[src/rtl/axi_wr_burst_master.sv]
// AXI4 write burst master: splits one command into sub-bursts that never cross a 4KB
// boundary, streams source data through the W channel and folds the B responses.
module axi_wr_burst_master #(
  parameter int unsigned DATA_WIDTH = 32,
  parameter int unsigned ADDR_WIDTH = 16
) (
  input  logic                      clk,
  input  logic                      ARESTN,
  input  logic                      cmd_valid,
  output logic                      cmd_ready,
  input  logic [ADDR_WIDTH-1:0]     cmd_addr,
  input  logic [8:0]                cmd_beats,
  input  logic [2:0]                cmd_size,
  input  logic                      wr_valid,
  output logic                      wr_ready,
  input  logic [DATA_WIDTH-1:0]     wr_data,
  output logic [ADDR_WIDTH-1:0]     AWADDR,
  output logic [7:0]                AWLEN,
  output logic [2:0]                AWSIZE,
  output logic                      AWVALID,
  input  logic                      AWREADY,
  output logic [DATA_WIDTH-1:0]     WDATA,
  output logic [DATA_WIDTH/8-1:0]   WSTRB,
  output logic                      WLAST,
  output logic                      WVALID,
  input  logic                      WREADY,
  input  logic [1:0]                BRESP,
  input  logic                      BVALID,
  output logic                      BREADY,
  output logic                      done,
  output logic [1:0]                done_resp
);

  localparam int unsigned StrbW   = DATA_WIDTH / 8;
  localparam int unsigned LaneW   = $clog2(StrbW);
  localparam logic [2:0]  MaxSize = 3'(LaneW);

  typedef enum logic [2:0] {StIdle, StAddr, StData, StResp, StDone} state_e;

  state_e                state_q, state_d;
  logic [ADDR_WIDTH-1:0] addr_q, addr_d;
  logic [8:0]            remaining_q, remaining_d;
  logic [2:0]            size_q, size_d;
  logic [7:0]            len_q, len_d;
  logic [7:0]            beat_cnt_q, beat_cnt_d;
  logic [1:0]            resp_acc_q, resp_acc_d;
  logic [1:0]            done_resp_q, done_resp_d;

  // Beats that fit before the next 4KB boundary, capped by what is left of the command.
  function automatic logic [8:0] sub_beats(logic [11:0] page_off, logic [8:0] rem,
                                           logic [2:0] size);
    logic [12:0] room;
    room = (13'd4096 - {1'b0, page_off}) >> size;
    return ({4'd0, rem} < room) ? rem : room[8:0];
  endfunction

  // Worst response wins; EXOKAY carries no error information for a write.
  function automatic logic [1:0] fold(logic [1:0] acc, logic [1:0] resp);
    logic [1:0] r;
    r = (resp == 2'b01) ? 2'b00 : resp;
    return (r > acc) ? r : acc;
  endfunction

  logic [2:0]            cmd_size_c;
  logic [ADDR_WIDTH-1:0] cmd_addr_c;
  logic [8:0]            cmd_beats_c;
  logic [8:0]            sub_c;

  always_comb begin
    cmd_size_c  = (cmd_size > MaxSize) ? MaxSize : cmd_size;
    cmd_addr_c  = cmd_addr & ~((ADDR_WIDTH'(1) << cmd_size_c) - ADDR_WIDTH'(1));
    cmd_beats_c = (cmd_beats == 9'd0)   ? 9'd1   :
                  (cmd_beats > 9'd256)  ? 9'd256 : cmd_beats;
    if (state_q == StIdle) begin
      sub_c = sub_beats(cmd_addr_c[11:0], cmd_beats_c, cmd_size_c);
    end else begin
      sub_c = sub_beats(addr_q[11:0], remaining_q, size_q);
    end
  end

  always_comb begin
    state_d     = state_q;
    addr_d      = addr_q;
    remaining_d = remaining_q;
    size_d      = size_q;
    len_d       = len_q;
    beat_cnt_d  = beat_cnt_q;
    resp_acc_d  = resp_acc_q;
    done_resp_d = done_resp_q;
    cmd_ready   = 1'b0;
    AWVALID     = 1'b0;
    WVALID      = 1'b0;
    wr_ready    = 1'b0;
    WLAST       = 1'b0;
    BREADY      = 1'b0;
    done        = 1'b0;
    unique case (state_q)
      StIdle: begin
        cmd_ready = 1'b1;
        if (cmd_valid) begin
          addr_d      = cmd_addr_c;
          size_d      = cmd_size_c;
          len_d       = 8'(sub_c - 9'd1);
          beat_cnt_d  = 8'(sub_c - 9'd1);
          remaining_d = cmd_beats_c - sub_c;
          resp_acc_d  = 2'b00;
          state_d     = StAddr;
        end
      end
      StAddr: begin
        AWVALID = 1'b1;
        if (AWREADY) state_d = StData;
      end
      StData: begin
        WVALID   = wr_valid;
        wr_ready = WREADY;
        WLAST    = (beat_cnt_q == 8'd0);
        if (wr_valid && WREADY) begin
          // addr_q tracks the beat address, so it already holds the next AWADDR at the end
          addr_d     = addr_q + (ADDR_WIDTH'(1) << size_q);
          beat_cnt_d = beat_cnt_q - 8'd1;
          if (beat_cnt_q == 8'd0) state_d = StResp;
        end
      end
      StResp: begin
        BREADY = 1'b1;
        if (BVALID) begin
          resp_acc_d = fold(resp_acc_q, BRESP);
          if (remaining_q != 9'd0) begin
            len_d       = 8'(sub_c - 9'd1);
            beat_cnt_d  = 8'(sub_c - 9'd1);
            remaining_d = remaining_q - sub_c;
            state_d     = StAddr;
          end else begin
            done_resp_d = fold(resp_acc_q, BRESP);
            state_d     = StDone;
          end
        end
      end
      StDone: begin
        done    = 1'b1;
        state_d = StIdle;
      end
      default: state_d = StIdle;
    endcase
  end

  always_ff @(posedge clk or negedge ARESTN) begin
    if (!ARESTN) begin
      state_q     <= StIdle;
      addr_q      <= '0;
      remaining_q <= '0;
      size_q      <= '0;
      len_q       <= '0;
      beat_cnt_q  <= '0;
      resp_acc_q  <= '0;
      done_resp_q <= '0;
    end else begin
      state_q     <= state_d;
      addr_q      <= addr_d;
      remaining_q <= remaining_d;
      size_q      <= size_d;
      len_q       <= len_d;
      beat_cnt_q  <= beat_cnt_d;
      resp_acc_q  <= resp_acc_d;
      done_resp_q <= done_resp_d;
    end
  end

  logic [StrbW-1:0] strb_base;

  always_comb begin
    strb_base = {StrbW{1'b1}} >> (StrbW - (32'd1 << size_q));
    WSTRB     = (state_q == StData) ? (strb_base << addr_q[LaneW-1:0]) : '0;
  end

  assign AWADDR    = addr_q;
  assign AWLEN     = len_q;
  assign AWSIZE    = size_q;
  assign WDATA     = wr_data;
  assign done_resp = done_resp_q;

endmodule

[config.mk]
export PLATFORM = sky130hd
export DESIGN_NAME = axi_wr_burst_master
export DESIGN_NICKNAME = d
export VERILOG_FILES = /design/src/rtl/axi_wr_burst_master.sv
export SDC_FILE = /design/constraint.sdc
export NUM_CORES = 1
export LEC_CHECK = 0
export BUFFER_PORTS_ARGS = -buffer_cell sky130_fd_sc_hd__buf_2
export CAP_MARGIN = 15
export CELL_PAD_IN_SITES_DETAIL_PLACEMENT = 0
export CELL_PAD_IN_SITES_GLOBAL_PLACEMENT = 1
export CORE_ASPECT_RATIO = 1.1
export CORE_UTILIZATION = 39
export CTS_CLUSTER_DIAMETER = 200
export CTS_CLUSTER_SIZE = 30
export DETAILED_ROUTE_END_ITERATION = 10
export PLACE_DENSITY = 0.8
export RECOVER_POWER = 25
export SETUP_SLACK_MARGIN = 0.3
export SYNTH_ARGS = -nofsm -noshare
export SYNTH_HDL_FRONTEND = slang
export SYNTH_SLANG_ARGS = --single-unit
[constraint.sdc]
create_clock -name clk -period 7.6 [get_ports clk]
set_input_delay 1.52 -clock clk [delete_from_list [all_inputs] [get_ports clk]]
set_output_delay 1.52 -clock clk [all_outputs]
set_load 0.05 [all_outputs]
======== After elaboration in Yosys (flattened, before gate mapping) ========
Cells that the tools add are included.
storage, ports and cells
  register bits after elaboration ......... 51
  input bits .............................. 69
  output and inout port bits .............. 72
  word-level logic and storage cells ...... 97
cells by class
  $add $sub $neg .......................... 9
  magnitude comparators ................... 5
  eq/ne operators ......................... 11
  shift operators ......................... 7
  multiplexer cells ....................... 39
  bitwise operators ....................... 3
  reductions and logical operators ........ 15
operator list
  kind                                                                   count
  9-bit 2-to-1 mux                                                       8
  16-bit 2-to-1 mux                                                      2
  8-bit 2-to-1 mux                                                       4
  16-bit case mux with 2 select lines                                    1
  1-bit by 3-bit left shift with 16-bit output (first input constant)    2
  1-bit by 3-bit left shift with 32-bit output (first input constant)    1
  4-bit by 32-bit >> shifter with 4-bit output (first input constant)    1
  3-bit by 32-bit subtractor with 32-bit output (first input constant)   1
  9-bit by 13-bit less-than comparator with 1-bit output                 2
  13-bit by 3-bit >> shifter with 13-bit output                          2
  13-bit by 12-bit subtractor with 13-bit output (first input constant)  2
  8-bit case mux with 3 select lines                                     1
  3-bit 2-to-1 mux                                                       7
  9-bit case mux with 2 select lines                                     1
  9-bit subtractor                                                       2
  16-bit adder                                                           1
  16-bit AND                                                             1
  16-bit inverter                                                        1
  8-bit case mux with 2 select lines                                     1
  16-bit by 1-bit subtractor with 16-bit output (second input constant)  1
  8-bit by 1-bit subtractor with 8-bit output (second input constant)    2
  2-bit inequality test (second input constant)                          6
  3-bit case mux with 4 select lines                                     1
  5-bit AND reduction                                                    2
  other kinds (23)                                                       36

======== Longest topological paths before layout ========
  depth after elaboration ................. 15
  depth in mapped cells ................... 31
  mapped depth without buffers ............ 30

======== Worst setup path after synthesis ========
OpenSTA, ideal clock, no wires.
  kind .................................... input-to-reg
  start point ............................. input cmd_size[1]
  end point ............................... register remaining_q[8]
  setup time .............................. 0.132 ns
  arrival ................................. 6.321 ns
  required time ........................... 7.468 ns
  path slack .............................. 1.147 ns
  stages on the path ...................... 27
  buffers on the path ..................... 2
  cell sequence ........................... nor2_1 clkbuf_1 nand2_1 ha_1 nand2b_1 nor4b_1 or3_1 o311a_1 a21o_1 ha_1 nand4_1 a211o_1 a221oi_2 buf_6 mux2_4 o22ai_4 xnor2_1 ha_1 a21oi_1 nor2b_1 o21ai_0 nand2b_1 a21oi_1 o211ai_1 and4_1 a221oi_1 o21ai_1
on the way
  cells in the longest elaborated chain, start to end .. 15
  elaborated cells on any way between the ends .. 17
  those cells by class .................... 4 x add/sub; 2 x order compare; 2 x shift; 7 x mux; 2 x bitwise
ends and longest elaborated chain
  item                                                      RTL line  RTL
  start, declared                                           13        input logic [2:0] cmd_size,
  3-bit by 2-bit greater-than comparator with 1-bit output  70        cmd_size_c = (cmd_size > MaxSize) ? MaxSize : cmd_size;
  3-bit 2-to-1 mux *                                        70
  1-bit by 3-bit left shift with 16-bit output              71        cmd_addr_c = cmd_addr & ~((ADDR_WIDTH'(1) << cmd_size_c) - ADDR_WIDTH'(1));
  16-bit by 1-bit subtractor with 16-bit output             71
  16-bit inverter                                           71
  16-bit AND                                                71
  13-bit by 12-bit subtractor with 13-bit output            53        room = (13'd4096 - {1'b0, page_off}) >> size;
  13-bit by 3-bit >> shifter with 13-bit output *           53
  9-bit by 13-bit less-than comparator with 1-bit output    54        return ({4'd0, rem} < room) ? rem : room[8:0];
  9-bit 2-to-1 mux *                                        54
  9-bit 2-to-1 mux *                                        74        if (state_q == StIdle) begin
  9-bit subtractor                                          132       remaining_d = remaining_q - sub_c;
  9-bit 2-to-1 mux                                          129       if (remaining_q != 9'd0) begin
  9-bit 2-to-1 mux                                          127       if (BVALID) begin
  9-bit case mux with 2 select lines *                      97        unique case (state_q)
  end signal, assigned                                      161       remaining_q <= remaining_d;
  end, declared                                             42        logic [8:0] remaining_q, remaining_d;
Mark *: on every way between the ends. The rest lies on a longest branch, timed or not. The select of a mux whose other input is x is not followed.
A chain may end at the register's enable or synchronous reset.

======== Worst setup path after layout ========
  start point ............................. input cmd_addr[3]
  end point ............................... register remaining_q[8]
on the way
  cells in the longest elaborated chain, start to end .. 10
  elaborated cells on any way between the ends .. 12
  those cells by class .................... 3 x add/sub; 1 x order compare; 1 x shift; 6 x mux; 1 x bitwise
ends and longest elaborated chain
  item                                                    RTL line  RTL
  start, declared                                         11        input logic [ADDR_WIDTH-1:0] cmd_addr,
  16-bit AND *                                            71
  13-bit by 12-bit subtractor with 13-bit output *        53
  13-bit by 3-bit >> shifter with 13-bit output *         53
  9-bit by 13-bit less-than comparator with 1-bit output  54
  9-bit 2-to-1 mux *                                      54
  9-bit 2-to-1 mux *                                      74
  9-bit subtractor                                        132
  9-bit 2-to-1 mux                                        129
  9-bit 2-to-1 mux                                        127
  9-bit case mux with 2 select lines *                    97
Marks and branches as above.

==> metrics.md <==
| Metric | Value |
|---|---|
| CTS Buf Count | 5 |
| Clock slew at reported path FFs | ~0.080 ns |
| Clock Skew | around 0.013 ns |
| WL per Instance | 17.4 um |
| Total global-route track usage | 22.3% |
| Reg area | between 1000 and 1500 sq um |
| RSZ-0062 raised after global routing | false |
| CTS sink cnt | 51 |
| Critical Path Source Type | input port |
| Initial antenna violation count | 0 |
| Worst Max-Slew Pin Slew | between 2 and 3 ns |
| Synth Cell Area | slightly above 6000 sq um |
| Mapped Avg Cell Area | ~7.5 sq um |
| Critical Path RT | 7.78 ns |
| Top Family by Delay on Critical Path | compound AO/OA/AOI/OAI gates |
| Grt ovf | 0 |
| F_max | 150 MHz |
| Count leader, synth | nand2_1 |
| Crit-path max cell delay | 0.52 ns |
| Ys async rst share | between 90% and 100% |
| Largest net degree at the start of global routing | between 50 and 60 |
| Pins Over Slew Limit | 52 |
| Port bufs | between 70 and 80 |
| Initial Util | between 30% and 40% |
| Cell taking the most area after synthesis | dfrtp_1 |
| Synth unique cells | between 90 and 100 |
| Largest cells by area after synthesis | dfrtp_1, ha_1, nand2_1, o21ai_0, nor2_1 |
| Vias/cell | around 6 |
| Initial drt markers | approximately 480 |
| Routability Congestion | between 0.9 and 1 |
| Multi-input combinational cell area | around 4300 sq um |
| Area grow syn2layout | 6.68% |
| Commonest cells post-synth | nand2_1, nor2_1, o21ai_0 |
| Final nets | 948 |
| Sequential fraction of the synthesis area | approximately 20% |
| Synth top area share | 20.5% |
| Worst Setup End Kind | flop |
| Cell mode on critical path | ha_1 |
| CP Buf/Inv Count | 3 |
| Violated checks | max-capacitance violations, max-slew violations |
| Share of cells above drive strength 1 | 15.8% |
| Ports | between 100 and 150 |
| CTS Root Cell | clkbuf_16 |
| CP arrival | ~6.9 ns |
| Post-synth EDFFs | 0 |
| HPWL Detailed | ~14 mm |
| Worst slew margin | -96.2% |
| Clk_lat worst skew | 0.30 ns |
| Worst Setup Path Type | input port to flop |
| Cells after synthesis | a little over 800 |
| CP max-delay cell | or3_1 |
| Number of setup buffers added after CTS | 0 |
| Core Area | 15600 sq um |
| Post-DRT Antenna Nets | 0 |
| Total wire length | ~18 mm |
| Sum Neg Setup Slack | 0 ns |
| Status | finished, violations left |
| Max-cap violation count | 1 |
| Setup-violating endpoint count in the final report | 0 |
| Die W | between 100 and 150 um |
| Post-cts repair resize count | 0 |
| Worst Hold Class | flop to flop |
| Fin crit share | slightly below 90% |
| Primary flip-flop cell chosen by synthesis mapping | dfrtp_1 |
| Die area | between 15000 and 20000 sq um |
| TritonCTS clock tree | done |
| # DRC | 0 |
| Standard-cell rows | 48 |
| Hold-fix buffers at CTS | 0 |
| Crit-path max FO | 10 |
| Min Tclk post-route | between 6 and 7 ns |
| Ant. Diodes | 0 |
| Vias after detailed routing | between 6000 and 7000 |
| DIE HEIGHT | 134 um |
| First-pass GRT wire length | ~30 mm |
| Vias in the first global route | 5543 |
| Synth Register Bits | 51 |
| Clk buf depth | 2 |
| Total iterations of the first detailed-routing run | 5 |
| Final-report hold violation count | 0 |
| Synth warn | 0 |
| Syn nets | 939 |
| Fill cells | 1644 |
| Depth of the CTS H-tree | 2 |
sequential cells by signal, indices dropped and copies added, names as in the netlist:
register and count:
AWADDR 16, AWLEN 8, AWSIZE 3, beat_cnt_q 8, done_resp 2, remaining_q 9, resp_acc_q 2, state_q 3
placed cells by master, fill, tap and decap left out, drive strengths merged, types with 9 or more instances in the layout:
cell type	n
ha	41
a21o	9
nand2b	13
mux2i	20
or3	13
nor4	11
and3	10
dfrtp	51
o21ai	69
a21oi	50
o211ai	12
a31oi	15
a211oi	13
nand2	89
nor3	26
inv	40
mux2	10
nand4	12
xnor2	16
nor2	74
nor2b	13
nand3	18
buf	85
routing by layer:
metal	GRT usage, %	up-vias	part of all wire, %
met5	0	-	0
li1	-	3016	-
met4	7.86	0	2.5
met2	34.5	201	45
met3	2.21	26	5.0
met1	31.9	2817	48
kinds of logic after synthesis:
logic type / after synthesis / synth area share [%]
AO/OA/AOI/OAI: 247 / 27.6
XOR/XNOR: 21 / 3.08
adder cells (fa/ha/maj): 44 / 8.90
buffers and inverters: 126 / 9.90
flip-flops: 51 / 20.5
multiplexers: 30 / 5.15
AND/OR/NAND/NOR: 309 / 24.9
cell type report:
class | instances | share of cell area [%]
multi-input combinational | 651 | 65.4
sequential | 51 | 19.2
timing repair buffer | 87 | 6.91
tap | 200 | 3.77
inverter | 41 | 2.32
clock buffer | 5 | 1.89
clock inverter | 3 | 0.434
path summary, 6_finish.rpt:
check                                    startpoint                          to  slack, ns  cells past startpoint
max in group asynchronous                    ARESTN      AWADDR[15]$_DFFE_PN0P_       3.67                      2
hold / removal             done_resp[0]$_DFFE_PN0P_    done_resp[0]$_DFFE_PN0P_       0.48                      2
hold reg to reg            done_resp[0]$_DFFE_PN0P_    done_resp[0]$_DFFE_PN0P_       0.48                      2
setup / recovery                        cmd_addr[3]  remaining_q[8]$_DFFE_PN0P_       0.92                     26
min in group asynchronous                    ARESTN        AWLEN[4]$_DFFE_PN0P_       2.27                      2
setup reg to reg              AWADDR[1]$_DFFE_PN0P_  remaining_q[8]$_DFFE_PN0P_       1.02                     26
stage by stage:
stage	worst slack, ns	area, sq um	hold slack (ns)	cells	util [%]
CTS	0.997	6640	0.486	1038	42.5
detailed placement	0.693	6480	0.467	1030	41.5
global route	0.362	6630	0.519	1038	42.5
global placement	0.824	6480	0.458	1030	41.5
floorplan	1.15	6220	0.449	828	-
finish	0.924	6630	0.479	1038	42.5
worst reg2reg max path, stage by stage (launching register included):
cell and delay [ns]:
dfrtp_1 0.50, inv_1 0.21, ha_1 0.34, nor4b_2 0.47, nand3_1 0.24, xor2_1 0.21, a21oi_1 0.27, a21oi_1 0.10
a31oi_1 0.26, ha_1 0.30, o21ai_0 0.08, nor2_1 0.07, or4_1 0.51, a211oi_1 0.25, o21ai_1 0.25, nand2_1 0.21
o21ai_0 0.18, mux2i_2 0.39, ha_1 0.40, nor2b_1 0.17, o21ai_0 0.15, nand2b_1 0.08, a21oi_1 0.19, o211ai_1 0.14
and4_1 0.17, a221oi_1 0.22, o21ai_1 0.11
Power is left out: the tool's default activity adds up to more than one toggle a clock period on the data nets, which glitch-free logic cannot reach.
